$ cat config.mk
export PLATFORM = sky130hd
export DESIGN_NAME = timer_arbiter
export DESIGN_NICKNAME = d
export VERILOG_FILES = /design/src/rtl/timer_arbiter.sv
export SDC_FILE = /design/constraint.sdc
export NUM_CORES = 1
export LEC_CHECK = 0
export CAP_MARGIN = 20
export CORE_MARGIN = 2
export CORE_UTILIZATION = 46
export CTS_CLUSTER_SIZE = 25
export DETAILED_ROUTE_END_ITERATION = 8
export GPL_TIMING_DRIVEN = 1
export PLACE_DENSITY = 0.79
export SLEW_MARGIN = 20
export SYNTH_ARGS = -nofsm -noshare
export SYNTH_HDL_FRONTEND = slang
export SYNTH_SLANG_ARGS = --single-unit
$ cat constraint.sdc
create_clock -name clk -period 2 [get_ports clk]
set_clock_uncertainty 0.2 [all_clocks]
set_input_delay 0.4 -clock clk [delete_from_list [all_inputs] [get_ports clk]]
set_output_delay 0.4 -clock clk [all_outputs]
set_load 0.005 [all_outputs]
$ cat src/rtl/timer_arbiter.sv
`default_nettype none
// ============================================================================
// Module      : timer_arbiter
// Description : Round-robin arbiter that lends one shared 8-bit up-counter to
//               two requesters and pulses a per-port done at terminal count.
// Revision    : 1.0 - initial release
// ============================================================================
module timer_arbiter (
    input  logic       clk,
    input  logic       reset,
    input  logic       req0,
    input  logic       req1,
    input  logic [7:0] len0,
    input  logic [7:0] len1,
    input  logic       abort,
    output logic [1:0] gnt,
    output logic       busy,
    output logic [7:0] count,
    output logic       done0,
    output logic       done1
);

    typedef enum logic [1:0] {
        S_IDLE = 2'd0,
        S_RUN  = 2'd1,
        S_DONE = 2'd2
    } state_t;

    state_t     r_state;
    state_t     w_state_next;
    logic [1:0] r_gnt;
    logic [1:0] w_gnt_next;
    logic [7:0] r_count;
    logic [7:0] w_count_next;
    logic [7:0] r_target;
    logic [7:0] w_target_next;
    logic       r_last;
    logic       w_last_next;
    logic       w_pick1;

    // r_last holds the index of the port served most recently; on a tie the
    // other port wins. Reset value 1 gives port 0 first priority.
    assign w_pick1 = req1 && (!req0 || !r_last);

    always_ff @(posedge clk) begin
        if (reset) begin
            r_state  <= S_IDLE;
            r_gnt    <= 2'b00;
            r_count  <= 8'd0;
            r_target <= 8'd0;
            r_last   <= 1'b1;
        end else begin
            r_state  <= w_state_next;
            r_gnt    <= w_gnt_next;
            r_count  <= w_count_next;
            r_target <= w_target_next;
            r_last   <= w_last_next;
        end
    end

    always_comb begin
        w_state_next  = r_state;
        w_gnt_next    = r_gnt;
        w_count_next  = r_count;
        w_target_next = r_target;
        w_last_next   = r_last;
        case (r_state)
            S_IDLE: begin
                if (req0 || req1) begin
                    w_state_next  = S_RUN;
                    w_gnt_next    = w_pick1 ? 2'b10 : 2'b01;
                    w_count_next  = 8'd0;
                    w_target_next = w_pick1 ? len1 : len0;
                end
            end
            S_RUN: begin
                if (abort) begin
                    w_state_next = S_IDLE;
                    w_gnt_next   = 2'b00;
                    w_last_next  = r_gnt[1];
                end else if (r_count == r_target) begin
                    // Terminal count reached: hold the value, never wrap.
                    w_state_next = S_DONE;
                end else begin
                    w_count_next = r_count + 8'd1;
                end
            end
            S_DONE: begin
                w_state_next = S_IDLE;
                w_gnt_next   = 2'b00;
                w_last_next  = r_gnt[1];
            end
            default: begin
                w_state_next = S_IDLE;
                w_gnt_next   = 2'b00;
            end
        endcase
    end

    assign gnt   = r_gnt;
    assign busy  = (r_state != S_IDLE);
    assign count = r_count;
    assign done0 = (r_state == S_DONE) && r_gnt[0];
    assign done1 = (r_state == S_DONE) && r_gnt[1];

endmodule
`default_nettype wire

==> impl_metrics.yaml, run 1 <==
cells_and_area:
  final_cell_count_no_fill: 206
  antenna_cells: 0
  drive_gt1_frac: 0.157
  most-common-layout-cells: "sky130_fd_sc_hd__clkdlybuf4s50_1, sky130_fd_sc_hd__dfxtp_1, sky130_fd_sc_hd__nor2_1, sky130_fd_sc_hd__buf_4, sky130_fd_sc_hd__nand2_1"
  syn2layout_area_growth_pct: 42.8
  final_util: 0.713
  layout.cells.most_common: "sky130_fd_sc_hd__clkdlybuf4s50_1"
  finalNetCount: 201
place:
  port-buffer-count: 33
  numPlacedInstances: 202
  globalplace.congestion: 0.871
  dp_worst_setup_slack_ns: -0.238
  place_hpwl_um: 2190
cts:
  cts_max_path_buffers: 2
  numCtsBuffers: 3
  clock_latency_ns: 0.30
  htreeDepth: 1
  cts.reportedPaths.clkPinSlew_ns: 0.12
  clock_tree.root_cell: "sky130_fd_sc_hd__clkbuf_4"
  ctsHoldBuffers: 0
  tritoncts: "built"
  cts.repair_timing.setup_buffer_count: 0
  tritoncts_num_sinks: 21
synth:
  synth_seq_cells: 21
  synth_seq_area_share: 0.373
  postSynth.asyncResetShare: 0
  synthesis.area_um2: 1130
  yosys.area.top_type: "sky130_fd_sc_hd__dfxtp_1"
  ys.warnings.count: 0
  syn_nets: 155
  synth_area_per_cell_um2: 8.47
  ys_top_cells_by_area: "sky130_fd_sc_hd__dfxtp_1, sky130_fd_sc_hd__mux2i_1, sky130_fd_sc_hd__xnor2_1"
  syn_inst: 133
  synth_edf_count: 0
  dominantRegCellSynth: "sky130_fd_sc_hd__dfxtp_1"
  netlist-cell-type-count: 37
  synth_top_area_frac: 0.373
power_and_ir_drop:
  ir_drop_v: 0.000409
  post-layout-total-power_mw: 0.929
  leakage_nw: 0.643
  power.density_cell_area_nw_per_um2: 578
timing:
  timing.final.crit_period_ns: 1.94
  worstMarginPinSlew_ns: 0.391
  hold-worst-slack_ns: 0.321
  final.setup.worst_slack_ns: 0.0559
  grt_setup_unrepaired: "no"
  slew_headroom: 0.737
  finalSetupViolations: 0
  finalMaxSlewViolations: 0
  final.period_utilization: 0.972
  max_clock_freq_mhz: 514
  hold_violations: 0
worst_hold_path:
  worstHoldPathCells: 2
  min-delay-start: "r_target[4]"
  min_delay_worst_endpoint: "r_target[4]"
  min-delay-path-class: "reg -> reg"
drt:
  vias: 1146
  final_antenna_net_count: 0
  routed_vias_inst: 5.56
  routed_wire_length_per_instance_um: 13.0
  drt_iter0_markers: 32
  remaining_drc_errors: 0
  drt_pre_antenna_iters: 4
  total_detailed_routing_wirelength_um: 2680
floorplan:
  pin_count: 34
  die_h_um: 53.5
  design.die.area_um2: 2860
  placement_rows: 17
  die_w_um: 53.5
  floorplan.initialDensity: 0.499
  core_area_um2: 2250
global_routing:
  grt_antenna_before_repair: 0
  grt_pass1_wl_um: 4510
  grt_start_max_net_pins: 17
  first_global_vias: 1048
  grt_overflow_total: 0
  global_router_s_overall_resource_usage: 0.217
job:
  drv_cap: 0
setup_path:
  setup.reg_to_reg.worst_slack_ns: 0.17
  startpoint_type: "flop"
  worst-setup-path-type: "reg -> out"
  worstPathArrival_ns: 1.34
  path_max_fanout: 6
  r2r_endpoint: "count[7]"
  reg2reg_from: "count[7]"
  worstPathRequired_ns: 1.40
  critPathCaptureType: "primary output"
  rr_worst_depth: 5
outcome:
  run_status: "complete, no violations"
-- synthesized netlist by cell type (2+ instances only) --
cell	instances
sky130_fd_sc_hd__dfxtp_1	21
sky130_fd_sc_hd__nor2_1	16
sky130_fd_sc_hd__nand2_1	12
sky130_fd_sc_hd__mux2i_1	10
sky130_fd_sc_hd__a211oi_1	8
sky130_fd_sc_hd__xnor2_1	7
sky130_fd_sc_hd__nand3_1	6
sky130_fd_sc_hd__a21oi_1	5
sky130_fd_sc_hd__nand2b_1	5
sky130_fd_sc_hd__nor3_1	5
sky130_fd_sc_hd__a31oi_1	3
sky130_fd_sc_hd__clkbuf_1	3
sky130_fd_sc_hd__inv_1	3
sky130_fd_sc_hd__and3_1	2
sky130_fd_sc_hd__buf_2	2
sky130_fd_sc_hd__nand4_1	2
sky130_fd_sc_hd__o21ai_0	2
sky130_fd_sc_hd__or3_1	2
-- power by group --
group	total [mW]	internal [mW]	switching [mW]
clock network	0.204	0.0745	0.130
logic	0.252	0.137	0.115
registers	0.473	0.449	0.0246
total	0.929	0.660	0.270
-- metal layers --
metal  part of all wire  track usage  vias up
met2               0.51        0.374       47
met5                  0            0        -
met4             0.0063        0.107        0
li1                   -            -      565
met1               0.43        0.256      530
met3              0.057       0.0339        4
-- cell families (layout without fill, tap and decap cells) --
kind of cell | count (synthesis) | in the layout | share of synthesized area
adders and majority gates | 1 | 1 | 0.0111
xor gates and xnor gates | 8 | 8 | 0.0689
DFF | 21 | 21 | 0.373
muxes | 10 | 10 | 0.0889
AOI/OAI and AO/OA | 27 | 27 | 0.168
and+or+nand+nor | 56 | 56 | 0.244
buffers and inverters | 10 | 55 | 0.0456
-- per-stage QoR --
stage          setup TNS (ns)  cell area [um^2]
2_1_floorplan               0              1130
3_3_place_gp            -1.01              1560
3_5_place_dp            -1.42              1560
4_1_cts                     0              1590
5_1_grt                     0              1610
6_report                    0              1610
-- timing repair --
item,in CTS,in global routing
endpoints found under the setup margin,2,6
gates cloned,0,0
pin swaps,0,1
resized for setup,2,8
-- worst max-delay path: stages (launching register included) --
cell                              delay, ns
sky130_fd_sc_hd__dfxtp_1               0.39
sky130_fd_sc_hd__buf_4                 0.16
sky130_fd_sc_hd__clkdlybuf4s50_1       0.49
-- state kept, by name (all words and copies together), names as in the netlist --
register and flops:
r_state 2, r_target 8, gnt 2, r_last 1
count 8
-- final cells by class --
class	instances	area [um^2]
flip-flops and latches	21	427
multi-input cells	102	657
fillers	200	647
repair buffers	48	448
clock inverters	1	5.00
well taps	28	35.0
inverters	3	13.8
clock buffers	3	22.5
-- worst max-delay path by stage --
stage	startpoint	end	slack, ns	cells after the start
2_1_floorplan	count[5]	count[2]	0.15	6
3_3_place_gp	req0	count[5]	-0.17	6
3_5_place_dp	req1	count[2]	-0.24	6
4_1_cts	r_state[1]	busy	0.001	3
5_1_grt	r_state[0]	busy	0.002	3
6_report	count[5]	count[5]	0.06	2
Power figures use the tool's default switching activity.
==> run 2: changes to the inputs <==
Settings changed: RECOVER_POWER from default to 100.
==> run 2 against run 1 <==
Maximum frequency up 0.20%. Global-route usage unchanged. Worst hold slack worse by 0.00069 ns. First-iteration DRC count down 16%. Cell count unchanged. Sequential cell count unchanged.
==> impl_metrics.yaml, run 2 (synthesis results as in run 1) <==
setup_path:
  worstPathArrival_ns: 1.34
  critPathMaxStageDelay_ns: 0.49
  startpoint_type: "flop"
  worstPathRequired_ns: 1.40
  critPathCaptureType: "primary output"
  path_max_fanout: 6
  cp_slowest_cell: "sky130_fd_sc_hd__clkdlybuf4s50_1"
  worst-setup-path-type: "reg -> out"
  timing.critical_path.cells: "buf_4 -> clkdlybuf4s50_1"
  setup.reg_to_reg.worst_slack_ns: 0.17
cells_and_area:
  drive_gt1_frac: 0.152
  most-common-layout-cells: "sky130_fd_sc_hd__clkdlybuf4s50_1, sky130_fd_sc_hd__dfxtp_1, sky130_fd_sc_hd__nor2_1"
  syn2layout_area_growth_pct: 41.8
  finalNetCount: 201
  cell_area_after_layout_um2: 1600
  layout.cells.most_common: "sky130_fd_sc_hd__clkdlybuf4s50_1"
  antenna_cells: 0
power_and_ir_drop:
  power.density_cell_area_nw_per_um2: 577
  ir_drop_v: 0.000408
  leakage_nw: 0.624
  post-layout-total-power_mw: 0.922
timing:
  grt_setup_unrepaired: "no"
  worstMarginPinSlew_ns: 0.404
  final.period_utilization: 0.970
  setup-tns-final_ns: 0
  final.setup.worst_slack_ns: 0.0598
  finalMaxSlewViolations: 0
  finalSetupViolations: 0
  hold_violations: 0
  max_clock_freq_mhz: 515
  timing.final.crit_period_ns: 1.94
  slew_headroom: 0.729
global_routing:
  grt_antenna_before_repair: 0
  grt_start_max_net_pins: 17
  grt_pass1_wl_um: 4510
  first_global_vias: 1048
  grt_overflow_total: 0
  global_router_s_overall_resource_usage: 0.217
floorplan:
  placement_rows: 17
  core_area_um2: 2250
  design.die.area_um2: 2860
  pin_count: 34
  floorplan.initialDensity: 0.499
  die_w_um: 53.5
  die_h_um: 53.5
cts:
  htreeDepth: 1
  clock_tree.root_cell: "sky130_fd_sc_hd__clkbuf_4"
  numCtsBuffers: 3
  cts_max_path_buffers: 2
  tritoncts: "built"
  cts.repair_timing.setup_buffer_count: 0
  clock_latency_ns: 0.30
  tritoncts_num_sinks: 21
  cts.reportedPaths.clkPinSlew_ns: 0.12
  ctsHoldBuffers: 0
drt:
  wirelength_met1_um: 1110
  detailed_routed_wire_length_on_met2_um: 1330
  drt_iter0_markers: 27
  total_detailed_routing_wirelength_um: 2640
  vias: 1141
  remaining_drc_errors: 0
  wl_met3_um: 164
  final_antenna_net_count: 0
  routed_wire_length_per_instance_um: 12.8
  drt_pre_antenna_iters: 4
  routed_vias_inst: 5.54
  highest_layer: "met4"
outcome:
  run_status: "complete, no violations"
place:
  place_hpwl_um: 2190
  globalplace.congestion: 0.871
  port-buffer-count: 33
  detailed_place.area_um2: 1560
  dp_worst_setup_slack_ns: -0.238
worst_hold_path:
  min-delay-path-class: "reg -> reg"
job:
  drv_cap: 0
[run 2: metrics by stage]
stage	util	cells	hold slack (ns)
floorplan	-	133	0.236
global placement	0.694	202	0.261
detailed placement	0.694	202	0.285
CTS	0.706	206	0.318
global route	0.708	206	0.342
finish	0.708	206	0.320
[run 2: layout make-up]
cell class / count / area (um^2)
Clock inverter: 1 / 5.00
Fill cell: 204 / 658
Multi-Input combinational cell: 102 / 657
Inverter: 3 / 13.8
Sequential cell: 21 / 427
Tap cell: 28 / 35.0
Clock buffer: 3 / 22.5
Timing Repair Buffer: 48 / 437
[run 2: power breakdown]
part	total [mW]	internal [mW]	switching [mW]
clock network	0.202	0.0745	0.127
registers	0.473	0.449	0.0244
logic	0.247	0.132	0.115
[run 2: final timing paths]
path                                    end  cells after the start         from
worst max register to register     count[7]                      5     count[7]
worst min register to register  r_target[4]                      2  r_target[4]
worst max-delay path               count[5]                      2     count[5]
worst min-delay path            r_target[4]                      2  r_target[4]
[run 2: layer usage]
layer  GRT usage  vias up
li1            -      567
met1       0.256      520
met2       0.374       48
met3      0.0339        6
met4       0.107        0
met5           0        -
[run 2: what timing repair did]
| action | in CTS | in global routing |
|---|---|---|
| resized for setup | 2 | 8 |
| pin swaps | 0 | 1 |
| setup endpoints to repair | 2 | 6 |
[run 2: worst max-delay path, delay by kind of cell, from the launching register on]
kind                   cells  cell delay [ns]
buffers and inverters      2             0.65
flip-flops                 1             0.39
==> run 3: changes to the inputs <==
Settings changed: CAP_MARGIN 20 to 0.
==> results of run 3 <==
The final DEF is identical to that of run 2; final timing and power are the same.
